File: src/rtl/note_spawn_scheduler_pkg.sv
// Shared definitions for the note spawn scheduler: FSM encoding, widths and
// the difficulty-to-beat-interval table.
package note_spawn_scheduler_pkg;

    localparam int LFSR_W = 7;
    localparam int LANES  = 4;

    localparam logic [LFSR_W-1:0] DEF_SEED       = 7'h0F;
    localparam int                DEF_DRAW_STEPS = 7;

    typedef enum logic [2:0] {
        ST_IDLE  = 3'd0,
        ST_WAIT  = 3'd1,
        ST_DRAW  = 3'd2,
        ST_MAP   = 3'd3,
        ST_OFFER = 3'd4
    } state_t;

    // Beats between spawn draws; the two hardest levels both draw every beat.
    function automatic logic [2:0] beat_interval(input logic [1:0] difficulty);
        case (difficulty)
            2'd0:    return 3'd4;
            2'd1:    return 3'd2;
            default: return 3'd1;
        endcase
    endfunction

endpackage

File: src/rtl/note_lfsr.sv
// 7-bit Fibonacci LFSR (feedback bit6 ^ bit5) that advances only when asked.
// An all-zero state can never persist: it is reloaded with the seed.
module note_lfsr
    import note_spawn_scheduler_pkg::*;
#(
    parameter logic [LFSR_W-1:0] SEED = DEF_SEED
) (
    input  logic              clock,
    input  logic              reset,
    input  logic              step,
    output logic [LFSR_W-1:0] rnd
);

    always_ff @(posedge clock or negedge reset) begin
        if (!reset) begin
            rnd <= SEED;
        end else if (rnd == '0) begin
            rnd <= SEED;
        end else if (step) begin
            rnd <= {rnd[LFSR_W-2:0], rnd[LFSR_W-1] ^ rnd[LFSR_W-2]};
        end
    end

endmodule

File: src/rtl/note_spawn_scheduler.sv
// Counts beats, runs a 7-shift LFSR refresh per draw, maps the sample to a lane
// mask and offers it to the renderer.
// Handshake: a note transfers on a rising edge where note_valid & note_ready;
// note_valid and note_lanes hold steady until then, and note_lanes is 0 when idle.
module note_spawn_scheduler
    import note_spawn_scheduler_pkg::*;
#(
    parameter logic [LFSR_W-1:0] SEED       = DEF_SEED,
    parameter int                DRAW_STEPS = DEF_DRAW_STEPS
) (
    input  logic             clock,
    input  logic             reset,
    input  logic             enable,
    input  logic [1:0]       difficulty,
    input  logic             beat_tick,
    output logic             note_valid,
    input  logic             note_ready,
    output logic [LANES-1:0] note_lanes,
    output logic [7:0]       spawn_count,
    output logic             overrun,
    output state_t           fsm_state
);

    localparam logic [2:0] LAST_STEP = 3'(DRAW_STEPS - 1);

    state_t             state, state_n;
    logic [2:0]         beat_cnt, beat_n, step_cnt, step_n;
    logic [1:0]         diff_q, diff_n, lane_q, lane_n, prev_lane, prev_n;
    logic               valid_n, overrun_n, lfsr_step, enter_draw, resume;
    logic [LANES-1:0]   lanes_n, map_mask;
    logic [7:0]         count_n;
    logic [LFSR_W-1:0]  rnd;
    logic [2:0]         interval_live, interval_q, cnt_wait, cnt_sat;
    logic [1:0]         raw_lane, map_lane, chord_lane;
    logic               is_rest, is_chord;

    note_lfsr #(.SEED(SEED)) u_lfsr (
        .clock (clock),
        .reset (reset),
        .step  (lfsr_step),
        .rnd   (rnd)
    );

    assign fsm_state = state;

    // Beat counting and the lane mapping of the current LFSR sample.
    always_comb begin
        interval_live = beat_interval(difficulty);
        interval_q    = beat_interval(diff_q);
        cnt_wait      = beat_cnt + {2'b00, beat_tick};
        cnt_sat       = (beat_tick && (beat_cnt < interval_q)) ? beat_cnt + 3'd1 : beat_cnt;
        raw_lane      = rnd[1:0];
        is_rest       = (diff_q == 2'd0) && (rnd[5:4] == 2'b00);
        map_lane      = ((diff_q < 2'd2) && (raw_lane == prev_lane)) ? raw_lane + 2'd1 : raw_lane;
        is_chord      = (diff_q == 2'd3) && rnd[LFSR_W-1];
        chord_lane    = map_lane ^ (rnd[3:2] | 2'b01);
        map_mask      = (LANES'(1) << map_lane) | (is_chord ? (LANES'(1) << chord_lane) : '0);
    end

    always_comb begin
        state_n    = state;
        beat_n     = beat_cnt;
        step_n     = step_cnt;
        diff_n     = diff_q;
        lane_n     = lane_q;
        prev_n     = prev_lane;
        valid_n    = note_valid;
        lanes_n    = note_lanes;
        count_n    = spawn_count;
        overrun_n  = overrun;
        lfsr_step  = 1'b0;
        enter_draw = 1'b0;
        resume     = 1'b0;
        if (!enable) begin
            state_n = ST_IDLE;
            valid_n = 1'b0;
            lanes_n = '0;
            beat_n  = '0;
        end else begin
            unique case (state)
                ST_IDLE: begin
                    state_n = ST_WAIT;
                    beat_n  = '0;
                end
                ST_WAIT: begin
                    if (cnt_wait >= interval_live) enter_draw = 1'b1;
                    else                           beat_n = cnt_wait;
                end
                ST_DRAW: begin
                    lfsr_step = 1'b1;
                    beat_n    = cnt_sat;
                    step_n    = step_cnt + 3'd1;
                    if (step_cnt == LAST_STEP) state_n = ST_MAP;
                end
                ST_MAP: begin
                    beat_n = cnt_sat;
                    if (is_rest) begin
                        resume = 1'b1;
                    end else begin
                        state_n = ST_OFFER;
                        valid_n = 1'b1;
                        lanes_n = map_mask;
                        lane_n  = map_lane;
                    end
                end
                ST_OFFER: begin
                    beat_n = cnt_sat;
                    if (beat_tick && (cnt_sat >= interval_q)) overrun_n = 1'b1;
                    if (note_ready) begin
                        valid_n = 1'b0;
                        lanes_n = '0;
                        count_n = spawn_count + 8'd1;
                        prev_n  = lane_q;
                        resume  = 1'b1;
                    end
                end
                default: state_n = ST_IDLE;
            endcase
            // A full interval banked while busy starts the next draw without a WAIT cycle.
            if (resume) begin
                if (cnt_sat >= interval_q) enter_draw = 1'b1;
                else                       state_n = ST_WAIT;
            end
            if (enter_draw) begin
                state_n = ST_DRAW;
                beat_n  = '0;
                step_n  = '0;
                diff_n  = difficulty;
            end
        end
    end

    always_ff @(posedge clock or negedge reset) begin
        if (!reset) begin
            state       <= ST_IDLE;
            beat_cnt    <= '0;
            step_cnt    <= '0;
            diff_q      <= '0;
            lane_q      <= '0;
            prev_lane   <= '0;
            note_valid  <= 1'b0;
            note_lanes  <= '0;
            spawn_count <= '0;
            overrun     <= 1'b0;
        end else begin
            state       <= state_n;
            beat_cnt    <= beat_n;
            step_cnt    <= step_n;
            diff_q      <= diff_n;
            lane_q      <= lane_n;
            prev_lane   <= prev_n;
            note_valid  <= valid_n;
            note_lanes  <= lanes_n;
            spawn_count <= count_n;
            overrun     <= overrun_n;
        end
    end

endmodule

File: config.mk
export PLATFORM = sky130hd
export DESIGN_NAME = note_spawn_scheduler
export DESIGN_NICKNAME = d
export VERILOG_FILES = /design/src/rtl/note_spawn_scheduler_pkg.sv /design/src/rtl/note_lfsr.sv /design/src/rtl/note_spawn_scheduler.sv
export SDC_FILE = /design/constraint.sdc
export NUM_CORES = 1
export LEC_CHECK = 0
export BUFFER_PORTS_ARGS = -buffer_cell sky130_fd_sc_hd__buf_2
export CAP_MARGIN = 20
export CORE_MARGIN = 8
export CORE_UTILIZATION = 65
export CTS_BUF_LIST = sky130_fd_sc_hd__clkbuf_8
export DETAILED_ROUTE_END_ITERATION = 16
export PLACE_DENSITY = 0.87
export RECOVER_POWER = 100
export SLEW_MARGIN = 20
export SYNTH_ARGS = -nofsm -noshare
export SYNTH_HDL_FRONTEND = slang
export SYNTH_HIERARCHICAL = 1
export SYNTH_SLANG_ARGS = --single-unit
File: constraint.sdc
create_clock -name clock -period 7 [get_ports clock]
set_clock_uncertainty 0.05 [all_clocks]
set_input_delay 0.7 -clock clock [delete_from_list [all_inputs] [get_ports clock]]
set_output_delay 0.7 -clock clock [all_outputs]
set_load 0.02 [all_outputs]
Word level (Yosys, flattened, before mapping)

Index checks and enable logic that the tools add are counted.

Output and inout bits: 17
Input port bits: 7
Register bits after elaboration: 36
Latch bits: 0
Word-level logic and storage cells: 100
Memories: 0
Memory bits (read-only): 0
Bits in writable memories: 0

Bitwise gates (word level): 4
Div/mod/pow operators: 0
Multiply operators: 0
Equal/unequal tests: 14
$lt $le $gt $ge: 4
$add $sub $neg: 5
Mux-type cells: 39
Reduce and logical (&&, ||, !) cells: 21
Shifts and indexed selects: 2

Operators with widths:

| kind                                             | number |
|---|---|
| two-way mux 3 bit                                | 12 |
| two-way mux 4 bit                                | 4 |
| two-way mux 7 bit                                | 2 |
| two-way mux 1 bit                                | 13 |
| one-hot mux 3 bit (2 select lines)               | 2 |
| one-hot mux 3 bit (4 select lines)               | 1 |
| AND reduction 3 bit                              | 4 |
| one-hot mux 3 bit (3 select lines)               | 1 |
| adder 8 x 1 -> 8 bit (second input constant)     | 1 |
| one-hot mux 4 bit (2 select lines)               | 1 |
| << shifter 1 x 2 -> 4 bit (first input constant) | 2 |
| logical NOT 7 bit                                | 1 |
| adder 3 x 1 -> 3 bit (second input constant)     | 2 |
| == test 3 x 2 -> 1 bit (second input constant)   | 2 |
| == test 3 bit (second input constant)            | 2 |
| >= comparator 3 bit                              | 2 |
| logical NOT 2 bit                                | 3 |
| != test 3 bit (second input constant)            | 2 |
| AND reduction 2 bit                              | 3 |
| logical AND 1 bit                                | 5 |
| != test 5 x 2 -> 1 bit (second input constant)   | 1 |
| == test 2 x 1 -> 1 bit (second input constant)   | 2 |
| != test 4 bit (second input constant)            | 1 |
| OR 4 bit                                         | 1 |
| 17 further kinds                                 | 19 |

Depth between registers and ports, before layout

Word-level depth: 11
Gate-level depth with buffers: 13
Mapped depth without buffers: 12

Hierarchy

Netlist, hierarchy kept.

Modules (own cells, without submodules):

| module               | cells each | area each (sq um) | instances |
|---|---|---|---|
| note_spawn_scheduler | 187        | 1801.7            | 1 |
| note_lfsr            | 23         | 310.3             | 1 |

Worst setup path before layout

Ideal clock, no wire load.

Path type: flip-flop to flip-flop
From: reg diff_q[1]
To: reg step_cnt[0]
Arrival: 2.813 ns
Setup slack: 4.061 ns
Path buffers: 1
Required time: 6.874 ns
Stages on the path, launching flop included: 13
Cells stage by stage: dfrtp_1 buf_4 or2_2 ha_1 nand2_1 o211a_1 xnor2_1 ha_1 nor2b_1 o21ai_0 a32o_2 or2b_2 o21ai_1

Word-level cells in the longest chain between the ends: 11

Ends and longest elaborated chain:

| what                                                               | RTL line                                                   | source |
|---|---|---|
| start: declaration                                                 | note_spawn_scheduler.sv:28                                 | `logic [1:0] diff_q, diff_n, lane_q, lane_n, prev_lane, prev_n;` |
| start signal: assignment                                           | note_spawn_scheduler.sv:149                                | `diff_q <= diff_n;` |
| == test 2 x 1 -> 1 bit / logical NOT 2 bit (equally long branches) | note_spawn_scheduler_pkg.sv:21, note_spawn_scheduler.sv:53 |  |
| one-hot mux 3 bit (2 select lines)                                 | note_spawn_scheduler_pkg.sv:21                             | `case (difficulty)` |
| < comparator 3 bit                                                 | note_spawn_scheduler.sv:51                                 | `cnt_sat = (beat_tick && (beat_cnt < interval_q)) ? beat_cnt + 3'd1 : beat_cnt;` |
| logical AND 1 bit                                                  | note_spawn_scheduler.sv:51                                 |  |
| two-way mux 3 bit                                                  | note_spawn_scheduler.sv:51                                 |  |
| >= comparator 3 bit                                                | note_spawn_scheduler.sv:121                                | `if (cnt_sat >= interval_q) enter_draw = 1'b1;` |
| two-way mux 1 bit                                                  | note_spawn_scheduler.sv:121                                |  |
| two-way mux 1 bit (*)                                              | note_spawn_scheduler.sv:120                                | `if (resume) begin` |
| two-way mux 1 bit (*)                                              | note_spawn_scheduler.sv:74                                 | `if (!enable) begin` |
| nonzero test 2 bit (no source line)                                | n/a                                                        |  |
| AND reduction 2 bit (no source line)                               | n/a                                                        |  |
| end signal: assignment                                             | note_spawn_scheduler.sv:148                                | `step_cnt <= step_n;` |
| end: declaration                                                   | note_spawn_scheduler.sv:27                                 | `logic [2:0] beat_cnt, beat_n, step_cnt, step_n;` |

Every way passes the cells marked *; elsewhere a longest branch is shown, timed or not. The select of a mux whose other input is x is not followed.
A chain may end at the register's enable or synchronous reset.

Worst setup path in the final report

Ends and elaborated chain as after synthesis.

==> metrics.md <==
| Metric | Value |
|---|---|
| P&R area growth vs syn | `8.00%` |
| Reg2reg setup slack | `3.70 ns` |
| Status | `complete, but fails checks` |
| VDD IR-drop max | `207 µV` |
| Seq/Total Area, Yosys | `0.429` |
| Failing checks | `capacitance limit, slew limit` |
| FF+latch count, synth | `36` |
| Core area | `3080 µm²` |
| I/O pin count | `24` |
| Mapped Cells | `210` |
| Drc violations | `0` |
| FF-to-FF path depth | `11` |
| Die Ht | `73 µm` |
| Resize count post-CTS | `0` |
| Nets@finish | `253` |
| Port Buffer Count | `23` |
| Tot GR Track Use | `0.173` |
| Async S/R FF share, synth | `1.00` |
| Net Count, Synth | `231` |
| Primary FF master, synth | `dfrtp_1` |
| Insertion delay to the later sink of the worst-skew pair | `0.29 ns` |
| Final setup viols | `0` |
| Final hold viol count | `0` |
| Largest net degree at the start of global routing | `37` |
| Most common cell after layout, fill and taps aside | `nand2_1` |
| Clock slew at reported path FFs | `0.06 ns` |
| Antenna violation net count after detailed routing | `0` |
| Clock Tree Buf Depth | `2` |
| CP Max Fanout | `11` |
| Worst-margin pin slew | `1.86 ns` |
| Routability cong. | `0.871` |
| End of the critical path | `step_cnt[0]` |
| Mean post-synth cell area | `10.1 µm²` |
| Post-layout util | `0.741` |
| Routed length per instance | `15.2 µm` |
| Initial Util | `0.686` |
| Final period utilization | `0.472` |
| Post-CTS Setup Bufs | `0` |
| Clk sinks | `36` |
| FF-to-FF End | `step_cnt[0]` |
| Share of cells above drive strength 1 | `0.103` |
| GRT overflow | `0` |
| Final Max Slew Viols | `37` |
| Slew headroom | `-0.238` |
| CP Depth | `11` |
| Initial antenna violation count | `0` |
| Final HPWL DP | `3.08 mm` |
| Worst Setup SP | `diff_q[1]` |
| Peak per-stage delay on the critical path | `0.48 ns` |
| Rows | `20` |
| Crit path launch type | `flip-flop` |
| HP Class | `reg -> reg` |
| Setup crit end kind | `flip-flop` |
| RSZ-0062 raised after global routing | `no` |
| EDFF count, synth | `0` |
| Hold path depth | `1` |
| Root buffer cell | `clkbuf_8` |
| Die width | `73 µm` |
| WP data arrival | `3.46 ns` |
| Post-Syn Area | `2110 µm²` |
| Inserted Clock Buffers | `5` |
| YS warnings | `6` |
| Vias in the first global route | `1674` |
| Max frequency | `303 MHz` |
| Total number of vias | `1633` |
| Diode count | `0` |
| Pwr dens | `303 nW/µm²` |
| Setup WS pre-CTS | `3.83 ns` |
| Iter 0 DRT Violations | `77` |
| CP Class | `reg -> reg` |
| Setup tns final | `0 ns` |
| Hold-fix buffers at CTS | `0` |
| CTS H-tree lvls | `2` |
| Synth cell types | `56` |
| Cell family with most CP delay | `compound AO/OA/AOI/OAI gates` |
| Max-Cap Viols | `1` |
| CP max stage cell | `dfrtp_1` |
| Leak | `0.00108 µW` |
| Post-route worst setup slack | `3.70 ns` |
| Worst EP required | `7.16 ns` |
| DR vias/cell | `5.90` |
| DRT Pass-1 Iters | `6` |
| Commonest cells after routing, fill and taps aside | `nand2_1, dfrtp_1, clkbuf_1, ha_1` |
| DRT Wirelength | `4.22 mm` |
| WP buf/inv | `0` |
| First-pass GRT wire length | `7.34 mm` |
| Final min period | `3.30 ns` |
| R2r startpoint | `diff_q[1]` |
| Die area | `5330 µm²` |
| Cells along the critical path | `or2_2, ha_1, nand2_1, o211a_1, xnor2_1, ha_1, nor2b_1, o21ai_0, a32o_1, or2b_2, o21ai_0` |
| CTS tree | `yes` |
kinds of logic (layout without fill, tap and decap cells):
| kind of cell | Yosys count | in the layout | synth area share |
|---|---|---|---|
| AO/OA/AOI/OAI | 36 | 36 | 0.120 |
| XOR/XNOR | 14 | 14 | 0.0581 |
| adder cells (fa/ha/maj) | 14 | 14 | 0.0829 |
| buffers and inverters | 15 | 38 | 0.0320 |
| flip-flops | 36 | 36 | 0.429 |
| multiplexers | 14 | 14 | 0.0735 |
| AND/OR/NAND/NOR | 81 | 81 | 0.204 |
worst min-delay path by stage:
stage / start / end / slack, ns
after floorplan: reset / beat_cnt[0] / 0.35
after global placement: note_valid / note_valid / 0.40
after detailed placement: note_valid / note_valid / 0.41
after CTS: spawn_count[7] / spawn_count[7] / 0.42
after global routing: spawn_count[7] / spawn_count[7] / 0.45
final: note_valid / note_valid / 0.42
flip-flops by register name (all words and copies together), names as in the netlist:
register,count
spawn_count,8
u_lfsr/rnd,7
note_lanes,4
beat_cnt,3
fsm_state,3
step_cnt,3
diff_q,2
lane_q,2
prev_lane,2
note_valid,1
overrun,1
metal layers:
layer / wire, µm / global-route usage / vias to the layer above
met5: 0 / 0 / -
met4: 90 / 0.0911 / 0
met3: 257 / 0.0536 / 12
met2: 1950 / 0.271 / 53
met1: 1930 / 0.207 / 776
li1: - / - / 792
metrics by stage:
| step | total power, µW | instance area [µm²] | std cells | hold WS, ns |
|---|---|---|---|---|
| CTS | 706 | 2320 | 277 | 0.425 |
| detailed placement | 565 | 2240 | 269 | 0.410 |
| finish | 692 | 2280 | 277 | 0.424 |
| floorplan | 507 | 2110 | 210 | 0.354 |
| global placement | 553 | 2240 | 269 | 0.404 |
| global route | 743 | 2280 | 277 | 0.448 |
power breakdown:
part / internal, µW / switching, µW / leakage (µW) / total (µW)
sequential: 263 / 64.9 / 0.000469 / 328
clock: 66.9 / 70.9 / 0.0000505 / 138
combinational: 96.2 / 130 / 0.000556 / 226
total: 426 / 266 / 0.00108 / 692
synth_stat cells, types with 2 or more instances:
cell type	n	area, µm²
clkbuf_1	6	22.5
nor2b_1	4	25.0
dfrtp_1	32	801
nand3_1	7	35.0
a21oi_1	8	40.0
o21ai_0	5	25.0
and2_1	2	12.5
a21o_1	3	22.5
dfstp_2	4	105
nand4_1	3	18.8
o22ai_1	2	12.5
mux2_4	2	30.0
ha_1	14	175
inv_1	7	26.3
or2_2	2	12.5
nand2_1	37	139
xor2_1	5	43.8
nor4_1	2	12.5
mux2i_1	8	80.1
mux2_2	4	45.0
nor4b_1	2	17.5
nor3_1	2	10.0
o211ai_1	3	22.5
o2111ai_1	2	17.5
nor2_1	5	18.8
xnor2_1	9	78.8
final cells by class:
class / count / area [µm²]
fill: 240 / 797
clock buffer: 5 / 68.8
multi-input combinational: 159 / 1120
tap: 44 / 55.1
clock inverter: 3 / 12.5
sequential: 36 / 906
timing repair buffer: 23 / 92.6
inverter: 7 / 26.3
No activity file was read; power rests on OpenSTA's default activity.
